===== config.mk =====
export PLATFORM = sky130hd
export DESIGN_NAME = rate_sel_ctrl
export DESIGN_NICKNAME = d
export VERILOG_FILES = /design/src/rtl/rate_sel_ctrl.sv
export SDC_FILE = /design/constraint.sdc
export NUM_CORES = 1
export LEC_CHECK = 0
export ABC_AREA = 1
export ABC_CLOCK_PERIOD_IN_PS = 2800
export BUFFER_PORTS_ARGS = -buffer_cell sky130_fd_sc_hd__buf_2
export CAP_MARGIN = 20
export CORE_ASPECT_RATIO = 0.8
export CORE_UTILIZATION = 47
export CTS_CLUSTER_SIZE = 12
export DETAILED_ROUTE_END_ITERATION = 10
export PLACE_DENSITY_LB_ADDON = 0.15
export SLEW_MARGIN = 20
export SYNTH_ARGS = -nofsm -noshare
export SYNTH_HDL_FRONTEND = slang
export SYNTH_SLANG_ARGS = --single-unit

===== constraint.sdc =====
create_clock -name clk -period 2.8 [get_ports clk]
set_input_delay 0.56 -clock clk [delete_from_list [all_inputs] [get_ports clk]]
set_output_delay 0.56 -clock clk [all_outputs]
set_load 0.03 [all_outputs]

===== src/rtl/rate_sel_ctrl.sv =====
// rate_sel_ctrl: button-stepped 2-bit rate select, divide-count mapping and slow tick generator.
// Define AUTO_SWEEP_EN to compile in the automatic rate sweep (dwell counter driven by auto_en).
module rate_sel_ctrl #(
  parameter logic [31:0] DIV0  = 32'd25000000,
  parameter logic [31:0] DIV1  = 32'd12500000,
  parameter logic [31:0] DIV2  = 32'd8333333,
  parameter logic [31:0] DIV3  = 32'd6250000,
  parameter int unsigned DWELL = 8
) (
  input  logic        clk,
  input  logic        rst,
  input  logic        btn_up,
  input  logic        btn_dn,
  input  logic        auto_en,
  output logic [1:0]  sel,
  output logic [31:0] div_n,
  output logic        tick,
  output logic [3:0]  rate_led
);

  logic [1:0]  sel_q, sel_d;
  logic [31:0] cnt_q, cnt_d;
  logic        tick_q, tick_d;
  logic        up_q, up_d;
  logic        dn_q, dn_d;
  logic        rise_up, rise_dn;
  logic        step_up, step_dn;
  logic        wrap;

`ifdef AUTO_SWEEP_EN
  localparam logic [31:0] DWELL_LAST = 32'(DWELL - 1);
  logic [31:0] dcnt_q, dcnt_d;
`else
  logic unused_cfg;
  assign unused_cfg = auto_en ^ (DWELL == 0);
`endif

  always_comb begin
    unique case (sel_q)
      2'd0:    div_n = DIV0;
      2'd1:    div_n = DIV1;
      2'd2:    div_n = DIV2;
      default: div_n = DIV3;
    endcase
  end

  assign sel      = sel_q;
  assign tick     = tick_q;
  assign rate_led = 4'b0001 << sel_q;

  // cnt never exceeds div_n-1, so cnt+1 cannot overflow and compares directly against div_n.
  always_comb begin
    up_d    = btn_up;
    dn_d    = btn_dn;
    rise_up = btn_up & ~up_q;
    rise_dn = btn_dn & ~dn_q;
    step_up = rise_up & ~rise_dn;
    step_dn = rise_dn & ~rise_up;
    wrap    = ((cnt_q + 32'd1) == div_n);

    sel_d  = sel_q;
    cnt_d  = wrap ? 32'd0 : cnt_q + 32'd1;
    tick_d = wrap;

`ifdef AUTO_SWEEP_EN
    dcnt_d = auto_en ? dcnt_q : 32'd0;
    if (auto_en && wrap) begin
      if (dcnt_q == DWELL_LAST) begin
        sel_d  = sel_q + 2'd1;
        dcnt_d = 32'd0;
      end else begin
        dcnt_d = dcnt_q + 32'd1;
      end
    end
`endif

    // A button step outranks the sweep and restarts the period without emitting a tick.
    if (step_up || step_dn) begin
      sel_d  = step_up ? sel_q + 2'd1 : sel_q - 2'd1;
      cnt_d  = 32'd0;
      tick_d = 1'b0;
`ifdef AUTO_SWEEP_EN
      dcnt_d = 32'd0;
`endif
    end
  end

  // Button history resets high so a button held through reset does not count as a press.
  always_ff @(posedge clk) begin
    if (rst) begin
      sel_q  <= 2'd0;
      cnt_q  <= 32'd0;
      tick_q <= 1'b0;
      up_q   <= 1'b1;
      dn_q   <= 1'b1;
`ifdef AUTO_SWEEP_EN
      dcnt_q <= 32'd0;
`endif
    end else begin
      sel_q  <= sel_d;
      cnt_q  <= cnt_d;
      tick_q <= tick_d;
      up_q   <= up_d;
      dn_q   <= dn_d;
`ifdef AUTO_SWEEP_EN
      dcnt_q <= dcnt_d;
`endif
    end
  end

endmodule

==> impl_summary.log, run 1 <==
INFO  metric timing.critical_path.from_type = register
INFO  metric root_cell_of_the_clock_tree = clkbuf_8
INFO  metric crit_slowest_cell = dfxtp_1
INFO  metric pin_count_of_the_biggest_net_entering_global_routing = 33
INFO  metric drt_wl_total = 6450 um
INFO  metric routed_wire_length_per_instance = 11.4 um
INFO  metric crit_chain = ha_1 -> nand2_1 -> nor2_4 -> nand2_4 -> nor2_4 -> nand2_1 -> nand2_1 -> nand2_1 -> nor2_1 -> nand2_1 -> nor2_1 -> nand2_1 -> nor2_2 -> nand2_4 -> nand2_4 -> nor2_1
INFO  metric p_seq_frac = 0.465
INFO  metric stdcell_area = 0.00294 sq mm
INFO  metric area_growth_syn_to_layout = 8.99%
INFO  metric grt_util_all_layers = 0.223
INFO  metric critPathMaxStageDelay = 0.40 ns
INFO  metric worst_setup_path_end_kind = register
INFO  metric grtUsageMet2 = 0.323
INFO  metric final_net_count = 498
INFO  metric placementRows = 24
INFO  metric port_buffers = 27
INFO  metric cp.buffers_inverters = 0
INFO  metric cp-startpoint = cnt_q[0]
INFO  metric vias_per_cell = 4.77
INFO  metric clk_pin_slew = 0.08 ns
INFO  metric layout_commonest_cell = nand2_1
INFO  metric hold_path_class = input pin to register
INFO  metric critical_path.most_common_cell = nand2_1
INFO  metric clock_latency = 0.30 ns
INFO  metric placement.cell_area = 0.00280 sq mm
INFO  metric max-vdd-ir-drop = 0.228 mV
INFO  metric drive_gt1_frac = 0.121
INFO  metric arrival = 2.65 ns
INFO  metric grt_antenna_before_repair = 0
INFO  metric detailroute.via_count = 2696
INFO  metric fin_crit = 2.46 ns
INFO  metric chipHeight = 69.8 um
INFO  metric antenna_cells = 0
INFO  metric worstMarginPinSlew = 0.957 ns
INFO  metric total_switching_power = 0.397 mW
INFO  metric total_leakage_power = 1.37 nW
INFO  metric rsz0062_at_grt = no
INFO  metric drt-initial-drc-count = 148
INFO  metric numClockSinks = 37
INFO  metric synthesis.area = 0.00270 sq mm
INFO  metric hold_path_startpoint = btn_dn
INFO  metric type_of_the_worst_setup_path = register to register
INFO  metric status = finished clean
INFO  metric first_global_vias = 2258
INFO  metric comb_power_share = 0.203
INFO  metric syn_area_per_cell = 5.88 sq um
INFO  metric grt_pass1_wl = 10500 um
INFO  metric netlist-cell-type-count = 26
INFO  metric skew = 0.00513 ns
INFO  metric slew_viol_final = 0
INFO  metric clockPowerShare = 0.332
INFO  metric num_io_pins = 44
INFO  metric totalNegativeSetupSlack = 0 ns
INFO  metric cts_hold_repair.buffers = 0
INFO  metric power = 1.16 mW
INFO  metric total_gr_overflow = 0
INFO  metric gr-usage-met3 = 0.0381
INFO  metric dieWidth = 86.7 um
INFO  metric start_util = 0.491
INFO  metric clk_path_buf_depth = 2
INFO  metric ys_seq_area_frac = 0.274
INFO  metric ant_nets = 0
INFO  metric intPower = 0.766 mW
INFO  metric clock.fmax = 406 MHz
INFO  metric drt_pass1_iterations = 4
INFO  metric groute.layer.met1.usage = 0.334
INFO  metric setup_viol = 0
INFO  metric dieArea = 0.00605 sq mm
INFO  metric max_cap_viol_count = 0
INFO  metric cts_htree_levels = 2
INFO  metric regToRegStartpoint = cnt_q[0]
INFO  metric synth_seq_cells = 37
INFO  metric critical_path.max_fanout = 8
INFO  metric grt_busiest_layer = met1
INFO  metric layout_worst_path_cycle_share = 0.879
INFO  metric route.detailed.drc = 0
INFO  metric cp_top_family = simple AND/OR/NAND/NOR gates
INFO  metric syn-instance-count = 459
INFO  metric numCtsBuffers = 5
INFO  metric timing.final.hold_violations = 0
INFO  metric p_per_area = 395 mW/mm^2
INFO  metric cp.required = 2.99 ns
INFO  metric worst_slew_margin_rel = 0.360
INFO  metric globalplace.congestion = 0.856
INFO  metric cts_tree = done
INFO  metric mostFrequentLayoutCells = nand2_1, nor2_1, inv_1, nand3_1, dfxtp_1
INFO  metric floorplan.core_area = 0.00550 sq mm
INFO  metric sum_of_net_half_perimeters_after_detailed_placement = 4730 um
INFO  metric power_switching_share = 0.341
INFO  metric synthesis.yosys.warnings = 0
flip-flops by register name, indices dropped and copies added, names as in the netlist:
register	cells
cnt_q	32
sel	2
dn_q	1
tick	1
up_q	1
power by group through the flow:
stage / combinational, mW / sequential (mW) / clock, mW
after floorplan: 0.204 / 0.557 / 0
after global placement: 0.224 / 0.553 / 0
after detailed placement: 0.224 / 0.553 / 0
after CTS: 0.225 / 0.541 / 0.396
after global routing: 0.255 / 0.542 / 0.418
final: 0.236 / 0.541 / 0.386
worst min-delay path, delay by kind of cell:
kind / cells / cell delay [ns]
simple gates: 1 / 0.04
buf+inv: 2 / 0.10
path summary, 6_finish.rpt:
path / end / slack (ns) / cells after the start
min reg2reg: cnt_q[0] / 0.49 / 1
max: cnt_q[4] / 0.34 / 16
max reg2reg: cnt_q[4] / 0.34 / 16
min: dn_q / 0.43 / 3
layout make-up:
type                            count  area [sq um]
Fill cell                         575          2550
Clock inverter                      2          15.0
Multi-Input combinational cell    344          1600
Inverter                           66           248
Clock buffer                        6          72.6
Sequential cell                    37           741
Timing Repair Buffer               32           173
Tap cell                           78          97.6
synthesized netlist by cell type:
cell type,instances,area [sq um]
nor2_1,84,315
buf_4,24,180
xnor2_1,2,17.5
nand2_4,2,22.5
clkinv_1,1,3.75
ha_1,7,87.6
inv_1,63,236
and2_1,3,18.8
o21ai_0,3,15.0
o21bai_1,3,22.5
conb_1,2,7.51
nand2_1,158,593
nand3b_1,4,30.0
or2_2,1,6.26
nand4_1,6,37.5
nand3_1,39,195
nor2_2,2,12.5
xnor2_2,1,16.3
a21oi_1,2,10.0
dfxtp_1,37,741
xor2_1,1,8.76
nand2_2,3,18.8
inv_2,2,7.51
buf_6,3,33.8
nor3_1,1,5.00
nor2_4,5,56.3
routing by layer:
metal	vias up	routed length, um
li1	1412	-
met1	1198	3430
met2	76	2530
met3	10	398
met4	0	99
met5	-	0
repair_timing:
action / 4_1_cts / 5_1_grt
hold endpoints to repair: 0 / 0
endpoints found under the setup margin: 0 / 32
buffers inserted: 0 / 1
resized for setup: 0 / 5
kinds of logic (layout without fill, tap and decap cells):
| logic type | Yosys count | after routing | synth area share |
|---|---|---|---|
| adders and majority gates | 7 | 7 | 0.0325 |
| AOI/OAI and AO/OA | 8 | 8 | 0.0176 |
| buffers and inverters | 93 | 106 | 0.171 |
| DFF | 37 | 37 | 0.274 |
| xor gates and xnor gates | 4 | 4 | 0.0158 |
| and+or+nand+nor | 308 | 310 | 0.486 |
| other | 2 | 15 | 0.00278 |
through the flow:
stage | setup slack [ns] | hold WS, ns | utilization | cells
after detailed placement | 0.217 | 0.481 | 0.509 | 554
after global routing | 0.0514 | 0.452 | 0.535 | 565
after CTS | 0.191 | 0.427 | 0.525 | 562
after floorplan | 0.0804 | 0.441 | - | 472
final | 0.338 | 0.432 | 0.535 | 565
after global placement | 0.265 | 0.467 | 0.509 | 554
No activity file was read; power rests on OpenSTA's default activity.
==> run 2, diff against run 1 <==
BUFFER_PORTS_ARGS = -buffer_cell sky130_fd_sc_hd__buf_4   (was -buffer_cell sky130_fd_sc_hd__buf_2)
==> run 2 against run 1 <==
Net effect: first-iteration DRC count grew 7.4%; largest power group unchanged; largest cell class unchanged; worst setup slack lost 0.026 ns; highest routed layer unchanged; clock power shrank 1%; critical path type unchanged; sequential cell count is the same; design area grew 2.3%; final cell count grew 0.18%.
==> impl_summary.log, run 2 (same netlist as run 1, synthesis figures left out) <==
INFO  metric status = finished clean (unchanged)
INFO  metric worstMarginPinSlew = 0.933 ns (was 0.957 ns)
INFO  metric clock_latency = 0.29 ns (was 0.30 ns)
INFO  metric clk_pin_slew = 0.07 ns (was 0.08 ns)
INFO  metric floorplan.core_area = 0.00550 sq mm (unchanged)
INFO  metric dieWidth = 86.7 um (unchanged)
INFO  metric cts_tree = done (unchanged)
INFO  metric power = 1.18 mW (was 1.16 mW)
INFO  metric totalNegativeSetupSlack = 0 ns (unchanged)
INFO  metric hold_path_class = input pin to register (unchanged)
INFO  metric drt_wl_total = 6480 um (was 6450 um)
INFO  metric drive_gt1_frac = 0.123 (was 0.121)
INFO  metric dr_wl_met3 = 432 um (was 398 um)
INFO  metric placed_cells_incl_taps = 554 (unchanged)
INFO  metric routed_wire_length_per_instance = 11.4 um (about the same)
INFO  metric p_per_area = 392 mW/mm^2 (was 395 mW/mm^2)
INFO  metric root_cell_of_the_clock_tree = clkbuf_8 (unchanged)
INFO  metric start_util = 0.491 (unchanged)
INFO  metric slew_viol_final = 0 (unchanged)
INFO  metric cp.required = 2.98 ns (was 2.99 ns)
INFO  metric numClockSinks = 37 (unchanged)
INFO  metric cts_hold_repair.buffers = 0 (unchanged)
INFO  metric postLayoutCoreUtil = 0.548 (was 0.535)
INFO  metric dieArea = 0.00605 sq mm (unchanged)
INFO  metric type_of_the_worst_setup_path = register to register (unchanged)
INFO  metric final-seq-area = 742 sq um (was 741 sq um)
INFO  metric grt_util_all_layers = 0.218 (was 0.223)
INFO  metric drt_pass1_iterations = 5 (was 4)
INFO  metric route.layer.met1.wl = 3350 um (was 3430 um)
INFO  metric grt_antenna_before_repair = 0 (unchanged)
INFO  metric clock.fmax = 402 MHz (was 406 MHz)
INFO  metric fin_crit = 2.49 ns (was 2.46 ns)
INFO  metric total_gr_overflow = 0 (unchanged)
INFO  metric multiInputGateArea = 0.00159 sq mm (was 0.00160 sq mm)
INFO  metric mostFrequentLayoutCells = nand2_1, nor2_1, inv_1, nand3_1, dfxtp_1 (unchanged)
INFO  metric cts_htree_levels = 2 (unchanged)
INFO  metric dpl_worst_slack = 0.219 ns (was 0.217 ns)
INFO  metric drt-initial-drc-count = 159 (was 148)
INFO  metric timing.reg2reg.setup_slack = 0.31 ns (was 0.34 ns)
INFO  metric worst_slew_margin_rel = 0.376 (was 0.360)
INFO  metric final.fill_count = 588 (was 575)
INFO  metric total_leakage_power = 1.37 nW (about the same)
INFO  metric globalplace.congestion = 0.844 (was 0.856)
INFO  metric port_buffers = 27 (unchanged)
INFO  metric skew = 0.00979 ns (was 0.00513 ns)
INFO  metric max-vdd-ir-drop = 0.260 mV (was 0.228 mV)
INFO  metric first_global_vias = 2289 (was 2258)
INFO  metric route.detailed.drc = 0 (unchanged)
INFO  metric pin_count_of_the_biggest_net_entering_global_routing = 33 (unchanged)
INFO  metric top_signal_layer_used = met4 (unchanged)
INFO  metric grt_pass1_wl = 10400 um (was 10500 um)
INFO  metric placementRows = 24 (unchanged)
INFO  metric worst_setup_path_end_kind = register (unchanged)
INFO  metric antenna_cells = 0 (unchanged)
INFO  metric numCtsBuffers = 5 (unchanged)
INFO  metric chipHeight = 69.8 um (unchanged)
INFO  metric post_layout_cell_count = 566 (was 565)
INFO  metric worst_slack = 0.312 ns (was 0.338 ns)
INFO  metric wl_met2 = 2650 um (was 2530 um)
INFO  metric sum_of_net_half_perimeters_after_detailed_placement = 4840 um (was 4730 um)
INFO  metric detailroute.via_count = 2677 (was 2696)
INFO  metric arrival = 2.67 ns (was 2.65 ns)
INFO  metric setup_viol = 0 (unchanged)
INFO  metric rsz0062_at_grt = no (unchanged)
INFO  metric max_cap_viol_count = 0 (unchanged)
INFO  metric num_io_pins = 44 (unchanged)
INFO  metric area_growth_syn_to_layout = 11.5% (was 8.99%)
INFO  metric layout_commonest_cell = nand2_1 (unchanged)
INFO  metric ant_nets = 0 (unchanged)
INFO  metric layout_worst_path_cycle_share = 0.888 (was 0.879)
INFO  metric critical_path.max_fanout = 8 (unchanged)
INFO  metric max_flop_register = cnt_q (unchanged)
INFO  metric timing.final.hold_violations = 0 (unchanged)
INFO  metric max_reg_flops = 32 (unchanged)
INFO  metric vias_per_cell = 4.73 (was 4.77)
INFO  metric timing.critical_path.from_type = register (unchanged)
INFO  metric clk_path_buf_depth = 2 (unchanged)
INFO  metric final_net_count = 499 (was 498)
## run 2: layout make-up
class | count | area share
clock inverters | 2 | 0.00499
inverters | 66 | 0.0823
clock buffers | 6 | 0.0241
flip-flops and latches | 37 | 0.246
well taps | 78 | 0.0324
multi-input cells | 344 | 0.527
repair buffers | 33 | 0.0823
## run 2: stage by stage
step           hold WS (ns)  instance area [sq um]
2_1_floorplan         0.441                   2750
3_3_place_gp          0.467                   2860
3_5_place_dp          0.473                   2860
4_1_cts               0.448                   2950
5_1_grt               0.453                   3010
6_report              0.449                   3010
## run 2: timing repair
item                                    CTS  global route
buffers inserted                          0             2
endpoints found under the setup margin    0            32
resized for setup                         0             4
## run 2: power by group
group | total [mW] | switching (mW) | internal (mW)
registers | 0.541 | 0.00776 | 0.534
logic | 0.257 | 0.181 | 0.0760
clock network | 0.381 | 0.205 | 0.176
total | 1.18 | 0.394 | 0.785
## run 2: path summary, 6_finish.rpt
check           start       end  cells after the start
max reg2reg  cnt_q[0]  cnt_q[5]                     16
min            btn_dn      dn_q                      3
min reg2reg  cnt_q[0]  cnt_q[0]                      1
max          cnt_q[0]  cnt_q[5]                     16
## run 2: worst max-delay path, cell delays in order, from the launching register on
cell	delay [ns]
dfxtp_2	0.37
ha_1	0.20
nand2_1	0.13
nor2_4	0.25
nand2_4	0.11
nor2_4	0.18
nand2_1	0.07
nand2_1	0.06
nand2_1	0.06
nor2_1	0.15
nand2_1	0.07
nor2_1	0.08
nand2_1	0.06
nor2_2	0.11
nand2_2	0.20
nand2_4	0.21
nor2_1	0.06
## run 2: per-layer routing
metal  track usage  vias up
met4        0.0444        0
met1         0.323     1187
met5             0        -
li1              -     1408
met3        0.0405        4
met2         0.327       78
